`src/rtl/irrigation_controller_if.sv`:
```
// Bundle of tank probes, weather/soil sensors and valve/status outputs of the irrigation controller.
interface irrigation_controller_if;
    logic       h;
    logic       m;
    logic       l;
    logic       s;
    logic       t;
    logic       u;
    logic       fill;
    logic       spr;
    logic       drip;
    logic       alarm;
    logic [2:0] state;

    modport master (
        output h, m, l, s, t, u,
        input  fill, spr, drip, alarm, state
    );

    modport slave (
        input  h, m, l, s, t, u,
        output fill, spr, drip, alarm, state
    );
endinterface

```
`src/rtl/irrigation_controller.sv`:
```
// Tank-fed garden irrigation: chooses sprinkler or drip from synchronized sensors,
// times runs with a prescaled tick, enforces a rest pause and keeps the tank topped up.
module irrigation_controller #(
    parameter int TICK_DIV   = 1000,
    parameter int SPR_TICKS  = 10,
    parameter int DRIP_TICKS = 30,
    parameter int REST_TICKS = 5
) (
    input  logic                    clk,
    input  logic                    rst,
    irrigation_controller_if.slave  bus
);

    typedef enum logic [2:0] {
        IDLE     = 3'd0,
        SPRINKLE = 3'd1,
        DRIP     = 3'd2,
        REST     = 3'd3,
        FAULT    = 3'd4
    } state_t;

    logic [5:0]  meta;
    logic [5:0]  sync;
    logic        h_s, m_s, l_s, s_s, t_s, u_s;
    logic        lvl_empty, lvl_low, lvl_mid, lvl_full, lvl_invalid;
    logic [15:0] pre_cnt;
    logic        tick;
    logic [7:0]  run_cnt;
    logic        spr_done, drip_done, rest_done;
    state_t      state_q;
    state_t      next_state;
    logic        fill_q, spr_q, drip_q, alarm_q;

    always_ff @(posedge clk) begin
        if (rst) begin
            meta <= '0;
            sync <= '0;
        end else begin
            meta <= {bus.h, bus.m, bus.l, bus.s, bus.t, bus.u};
            sync <= meta;
        end
    end

    assign {h_s, m_s, l_s, s_s, t_s, u_s} = sync;

    assign lvl_empty   = ({h_s, m_s, l_s} == 3'b000);
    assign lvl_low     = ({h_s, m_s, l_s} == 3'b001);
    assign lvl_mid     = ({h_s, m_s, l_s} == 3'b011);
    assign lvl_full    = ({h_s, m_s, l_s} == 3'b111);
    assign lvl_invalid = !(lvl_empty || lvl_low || lvl_mid || lvl_full);

    always_ff @(posedge clk) begin
        if (rst || tick) begin
            pre_cnt <= '0;
        end else begin
            pre_cnt <= pre_cnt + 16'd1;
        end
    end

    assign tick = (pre_cnt == 16'(TICK_DIV - 1));

    // A run ends on the edge carrying its Nth tick, so N ticks last (N-1)*TICK_DIV+1 .. N*TICK_DIV cycles.
    assign spr_done  = tick && (run_cnt == 8'(SPR_TICKS - 1));
    assign drip_done = tick && (run_cnt == 8'(DRIP_TICKS - 1));
    assign rest_done = tick && (run_cnt == 8'(REST_TICKS - 1));

    always_ff @(posedge clk) begin
        if (rst) begin
            run_cnt <= '0;
        end else if (next_state != state_q || state_q == IDLE || state_q == FAULT) begin
            run_cnt <= '0;
        end else if (tick) begin
            run_cnt <= run_cnt + 8'd1;
        end
    end

    always_ff @(posedge clk) begin
        if (rst) begin
            state_q <= IDLE;
        end else begin
            state_q <= next_state;
        end
    end

    // An invalid probe pattern overrides every other transition.
    always_comb begin
        next_state = IDLE;
        if (lvl_invalid) begin
            next_state = FAULT;
        end else begin
            case (state_q)
                IDLE: begin
                    next_state = IDLE;
                    if (s_s && (lvl_mid || lvl_full)) begin
                        next_state = (t_s && !u_s) ? SPRINKLE : DRIP;
                    end else if (s_s && lvl_low) begin
                        next_state = DRIP;
                    end
                end
                SPRINKLE: begin
                    next_state = SPRINKLE;
                    if (spr_done || !s_s || lvl_empty || lvl_low) begin
                        next_state = REST;
                    end
                end
                DRIP: begin
                    next_state = DRIP;
                    if (drip_done || !s_s || lvl_empty) begin
                        next_state = REST;
                    end
                end
                REST: begin
                    next_state = rest_done ? IDLE : REST;
                end
                FAULT: begin
                    next_state = REST;
                end
                default: begin
                    next_state = IDLE;
                end
            endcase
        end
    end

    // Outputs are decoded from the next state so they change on the same edge as the state code.
    always_ff @(posedge clk) begin
        if (rst) begin
            spr_q   <= 1'b0;
            drip_q  <= 1'b0;
            alarm_q <= 1'b0;
        end else begin
            spr_q   <= (next_state == SPRINKLE);
            drip_q  <= (next_state == DRIP);
            alarm_q <= (next_state == FAULT);
        end
    end

    always_ff @(posedge clk) begin
        if (rst) begin
            fill_q <= 1'b0;
        end else if (next_state == FAULT) begin
            fill_q <= 1'b0;
        end else if (lvl_empty || lvl_low) begin
            fill_q <= 1'b1;
        end else if (lvl_full) begin
            fill_q <= 1'b0;
        end
    end

    assign bus.state = state_q;
    assign bus.fill  = fill_q;
    assign bus.spr   = spr_q;
    assign bus.drip  = drip_q;
    assign bus.alarm = alarm_q;

endmodule

```
`src/flat_wrapper.sv`:
```
// flat-port wrapper written by rule: the top's interface ports become plain ports
module irrigation_controller_flat 
#(
    parameter int TICK_DIV   = 1000,
    parameter int SPR_TICKS  = 10,
    parameter int DRIP_TICKS = 30,
    parameter int REST_TICKS = 5
)
  (clk, rst, bus_h, bus_m, bus_l, bus_s, bus_t, bus_u, bus_fill, bus_spr, bus_drip, bus_alarm, bus_state);
  irrigation_controller_if bus_i ();
  input  logic clk;
  input  logic rst;
  input wire logic [$bits(bus_i.h)-1:0] bus_h;
  input wire logic [$bits(bus_i.m)-1:0] bus_m;
  input wire logic [$bits(bus_i.l)-1:0] bus_l;
  input wire logic [$bits(bus_i.s)-1:0] bus_s;
  input wire logic [$bits(bus_i.t)-1:0] bus_t;
  input wire logic [$bits(bus_i.u)-1:0] bus_u;
  output wire logic [$bits(bus_i.fill)-1:0] bus_fill;
  output wire logic [$bits(bus_i.spr)-1:0] bus_spr;
  output wire logic [$bits(bus_i.drip)-1:0] bus_drip;
  output wire logic [$bits(bus_i.alarm)-1:0] bus_alarm;
  output wire logic [$bits(bus_i.state)-1:0] bus_state;
  assign bus_i.h = bus_h;
  assign bus_i.m = bus_m;
  assign bus_i.l = bus_l;
  assign bus_i.s = bus_s;
  assign bus_i.t = bus_t;
  assign bus_i.u = bus_u;
  assign bus_fill = bus_i.fill;
  assign bus_spr = bus_i.spr;
  assign bus_drip = bus_i.drip;
  assign bus_alarm = bus_i.alarm;
  assign bus_state = bus_i.state;
  irrigation_controller #(.TICK_DIV(TICK_DIV), .SPR_TICKS(SPR_TICKS), .DRIP_TICKS(DRIP_TICKS), .REST_TICKS(REST_TICKS)) u_core (.clk(clk), .rst(rst), .bus(bus_i));
endmodule
```
`config.mk`:
```
export PLATFORM = sky130hd
export DESIGN_NAME = irrigation_controller_flat
export DESIGN_NICKNAME = d
export VERILOG_FILES = /design/src/rtl/irrigation_controller_if.sv /design/src/rtl/irrigation_controller.sv /design/src/flat_wrapper.sv
export SDC_FILE = /design/constraint.sdc
export NUM_CORES = 1
export LEC_CHECK = 0
export CORE_MARGIN = 5
export CORE_UTILIZATION = 60
export CTS_CLUSTER_SIZE = 30
export DETAILED_ROUTE_END_ITERATION = 8
export PLACE_DENSITY = 0.82
export SLEW_MARGIN = 20
export SYNTH_ARGS = -nofsm -noshare
export SYNTH_HDL_FRONTEND = slang
export SYNTH_SLANG_ARGS = --single-unit
```
`constraint.sdc`:
```
create_clock -name clk -period 5.3 [get_ports clk]
set_input_delay 1.06 -clock clk [delete_from_list [all_inputs] [get_ports clk]]
set_output_delay 1.06 -clock clk [all_outputs]
set_load 0.02 [all_outputs]
```
Yosys cells after proc, flatten, opt, wreduce, memory -nomap -nowiden
Cells that the tools add are included.
{"block": "word_totals", "reg_bits": 43, "wordCells": 61, "output_inout_bits": 7, "in_bits": 8}
{"block": "op_classes", "n_addsub": 2, "n_eq_ne": 15, "mux": 10, "n_reduce_logical": 25}
{"op": "$add A16 B1 Y16 const B", "n": 1}
{"op": "$eq A16 B10 Y1 const B", "n": 1}
{"op": "$pmux W3 S5", "n": 1}
{"op": "$eq A3 B2 Y1 const B", "n": 4}
{"op": "$logic_or A1 B1 Y1", "n": 12}
{"op": "$eq A3 B1 Y1 const B", "n": 3}
{"op": "$eq A3 B3 Y1 const B", "n": 3}
{"op": "$add A8 B1 Y8 const B", "n": 1}
{"op": "$eq A8 B3 Y1 const B", "n": 1}
{"op": "$eq A8 B4 Y1 const B", "n": 1}
{"op": "$eq A8 B5 Y1 const B", "n": 1}
{"op": "$mux W2", "n": 4}
{"op": "$logic_and A1 B1 Y1", "n": 6}
{"op": "$logic_not A3 Y1", "n": 2}
{"op": "$mux W3", "n": 2}
{"op": "$reduce_or A2 Y1", "n": 2}
{"op": "$mux W1", "n": 3}
{"op": "$ne A3 B3 Y1", "n": 1}
{"op": "$logic_not A1 Y1", "n": 2}
{"op": "$reduce_bool A2 Y1", "n": 1}

Logic depth before layout (Yosys ltp)
{"block": "depth", "ltp_word": 12, "ltp_mapped": 8, "ltp_nobuf": 7}

Worst setup path after synthesis
No wires, ideal clock.
{"block": "synth_timing", "path_type": "input to register", "startpoint": "input rst", "endpoint": "register u_core.pre_cnt[2]", "arrival_time_ns": 1.723, "path_slack_ns": 3.513, "stages": 4, "required_time_ns": 5.236, "n_path_buf": 2, "setup_time_ns": 0.064, "path_cell_list": "or2_2 -> buf_2 -> buf_2 -> nor2_1"}
{"block": "synth_between", "elab_chain_len": 1}
{"item": "from (decl)", "line_no": "flat_wrapper.sv:12", "source": "input logic rst;"}
{"item": "$logic_or A1 B1 Y1", "line_no": "irrigation_controller.sv:53", "source": "if (rst || tick) begin"}
{"item": "to (signal assigned)", "line_no": "irrigation_controller.sv:56", "source": "pre_cnt <= pre_cnt + 16'd1;"}
{"item": "to (decl)", "line_no": "irrigation_controller.sv:26", "source": "logic [15:0] pre_cnt;"}
No other way between the ends.
A chain may end at the register's enable or synchronous reset.

==> metrics <==
DRT Pass-1 Iters=4; post-CTS setup buffer count=0; worst reg2reg endpoint=u_core.run_cnt[4]$_SDFFE_PP0P_; Power Total=0.616 mW; Synth Register Bits=42; worst skew pair latency=0.36 ns; routed wire length=between 3 and 4 mm; RSZ-0062 raised after global routing=false; ANT cells=0; nets=234; P&R area growth vs syn=9.70%; synth cell count leaders=dfxtp_1, nor2_1, nor2b_1, xor2_1, nand2_1; CTS clk-pin slew, worst paths=approximately 0.13 ns; dominant synthesized flop cell=dfxtp_1; Critical Path Source=u_core.bus.alarm$_SDFF_PP0_; Congestion Overflow GR=0; Buf/Inv on CP=1; cts bufs inserted=5; Fin. Hold Viols=0; Ys Warns=0; register area share after synthesis=42.3%; Crit path max-delay family=buffers and inverters; Hold Crit Depth=1; layout cell share with drive strength beyond 1=under 10%; Routed Antenna Nets=0; Final Max Tran Viols=0; outcome=finished clean; CP Depth=1; pin count of the biggest net entering global routing=17; Worst Setup End Kind=output pin; Post-DP HPWL=2.80 mm; height of the chip=a little under 70 um; asr flop ratio synth=0%; Layout fillers=261; drt initial violations=94; measured slew at the worst slew-check pin=approximately 0.75 ns; LEAKAGE=0.771 nW; GPL Wtd Cong=0.759; worst flop-to-flop path startpoint=u_core.run_cnt[0]$_SDFFE_PP0P_; period utilization=51.9%; HP Class=register to register; maximum vdd drop=0.201 mV; Slew HR=49.7%; Setup Skew=0.00562 ns; CP Max Fanout=15; Cell Area, Synth=~0.002 sq mm; CTS Buffer Depth=2; Slowest-stage cell, CP=clkdlybuf4s50_1; # resized after CTS=0; cell chain of the critical path=clkdlybuf4s50_1; Cell variety after synth=50; CTS Root Cell=clkbuf_4; Synth Instances=211; multi-input logic area=roughly 0.0011 sq mm; hold_buf cts=0; vias per cell=roughly 5.8; Num Clock Sinks=42; Setup TNS=0 ns; num ports=15; WP data required=4.24 ns; most instantiated library cell after synthesis=dfxtp_1; Setup CP Type=register to output pin; post-layout min period=approximately 2.8 ns; endpoints failing setup=0; row count=20; Fmax=363 MHz; Reg2Reg Setup Slack=about 3.2 ns; CP max stage delay=0.71 ns; MaxCap Viol Count=0; GRT Total Usage=18.2%; die area=0.00456 sq mm; Setup crit end=bus_state[2]; Synth area leaders=dfxtp_1, xor2_1, nor2b_1, nor2_1, nand4_1; Vias=around 1500; Worst setup SP type=register; Synth Net Count=223; TritonCTS clock tree=done; die width=67.5 um; syn_area_per_cell=9.42 sq um; count of port buffers added during placement=14; per-cell routed wire length=14.1 um; Max H-tree Level=2; CORE AREA=0.00310 sq mm; register area=between 800 and 900 sq um; vias in the first global route=1455; cell taking the most area after synthesis=dfxtp_1; initial antenna violation count=0; PwrDens=approximately 280 mW/mm^2; Worst R2R Path Depth=6; Post-synth EDFFs=0; drc violations=0; first-pass GRT wire length=6.23 mm; Yosys top cell area share=a little over two fifths; Initial Util=64.0%; CP arrival=around 1.7 ns
[how the worst min path moves through the flow]
stage | end | startpoint
CTS | u_core.sync[5]$_SDFF_PP0_ | u_core.meta[5]$_SDFF_PP0_
finish | u_core.sync[2]$_SDFF_PP0_ | u_core.meta[2]$_SDFF_PP0_
detailed placement | u_core.sync[5]$_SDFF_PP0_ | u_core.meta[5]$_SDFF_PP0_
global route | u_core.sync[2]$_SDFF_PP0_ | u_core.meta[2]$_SDFF_PP0_
global placement | u_core.sync[1]$_SDFF_PP0_ | u_core.meta[1]$_SDFF_PP0_
floorplan | u_core.pre_cnt[0]$_SDFF_PP0_ | u_core.pre_cnt[0]$_SDFF_PP0_
[state kept, by name, indices dropped and copies added (netlist names), 2 cells and up]
register	cells
u_core.pre_cnt	16
u_core.meta	6
u_core.bus.state	2
u_core.sync	6
u_core.run_cnt	8
[power by group]
group	switching, mW	internal (mW)
logic	0.0559	0.0487
registers	0.0170	0.329
clock network	0.112	0.0541
[cell families (layout without fill, tap and decap cells)]
group / after synthesis / count (layout) / synth area share, %
xor+xnor: 20 / 20 / 8.82
buf+inv: 17 / 29 / 4.60
mux: 1 / 1 / 0.504
fa+ha+maj: 4 / 4 / 2.52
simple gates: 103 / 103 / 30.7
flops: 42 / 42 / 42.3
compound gates: 24 / 24 / 10.5
[cells in the final DEF, fill, tap and decap left out, types with 2 or more instances in the layout]
cell | synthesis | layout
nor2_1 | 22 | 22
clkbuf_4 | 0 | 5
xor2_1 | 15 | 15
ha_1 | 4 | 4
nor3_1 | 9 | 9
dfxtp_1 | 42 | 42
o21ai_0 | 6 | 6
nand2_1 | 11 | 11
xnor2_1 | 5 | 5
clkdlybuf4s50_1 | 0 | 14
and3_1 | 7 | 7
inv_1 | 7 | 7
nand3_1 | 4 | 4
nand3b_1 | 2 | 2
nand4_1 | 10 | 10
and4_1 | 3 | 3
and4bb_1 | 2 | 2
nor2b_1 | 15 | 15
a21oi_1 | 4 | 4
or3_1 | 2 | 2
and2_1 | 2 | 2
nor4_2 | 2 | 2
nand2b_1 | 2 | 2
or2_2 | 2 | 2
[routing by layer]
metal  global-route usage [%]  wire length (um)
met1                     20.0              1590
met2                     33.4              1930
met3                     4.49               159
met4                     6.84                71
met5                        0                 0
[through the flow]
step / instance area (sq um) / utilization [%] / instances / setup slack, ns / hold WS, ns
after floorplan: 1990 / - / 211 / 3.51 / 0.413
after global placement: 2120 / 68.2 / 259 / 2.83 / 0.419
after detailed placement: 2120 / 68.2 / 259 / 2.78 / 0.425
after CTS: 2180 / 70.2 / 267 / 2.55 / 0.457
after global routing: 2180 / 70.2 / 267 / 2.45 / 0.471
final: 2180 / 70.2 / 267 / 2.55 / 0.452
[area by class of cell]
class                      instances  share of cell area (%)
clock buffer                       5                    1.72
tap                               44                    2.53
sequential                        42                    38.6
clock inverter                     3                    1.15
timing repair buffer              14                    6.43
multi-input combinational        152                    48.4
inverter                           7                    1.21
Note: power is estimated with default switching activity, not from simulation.
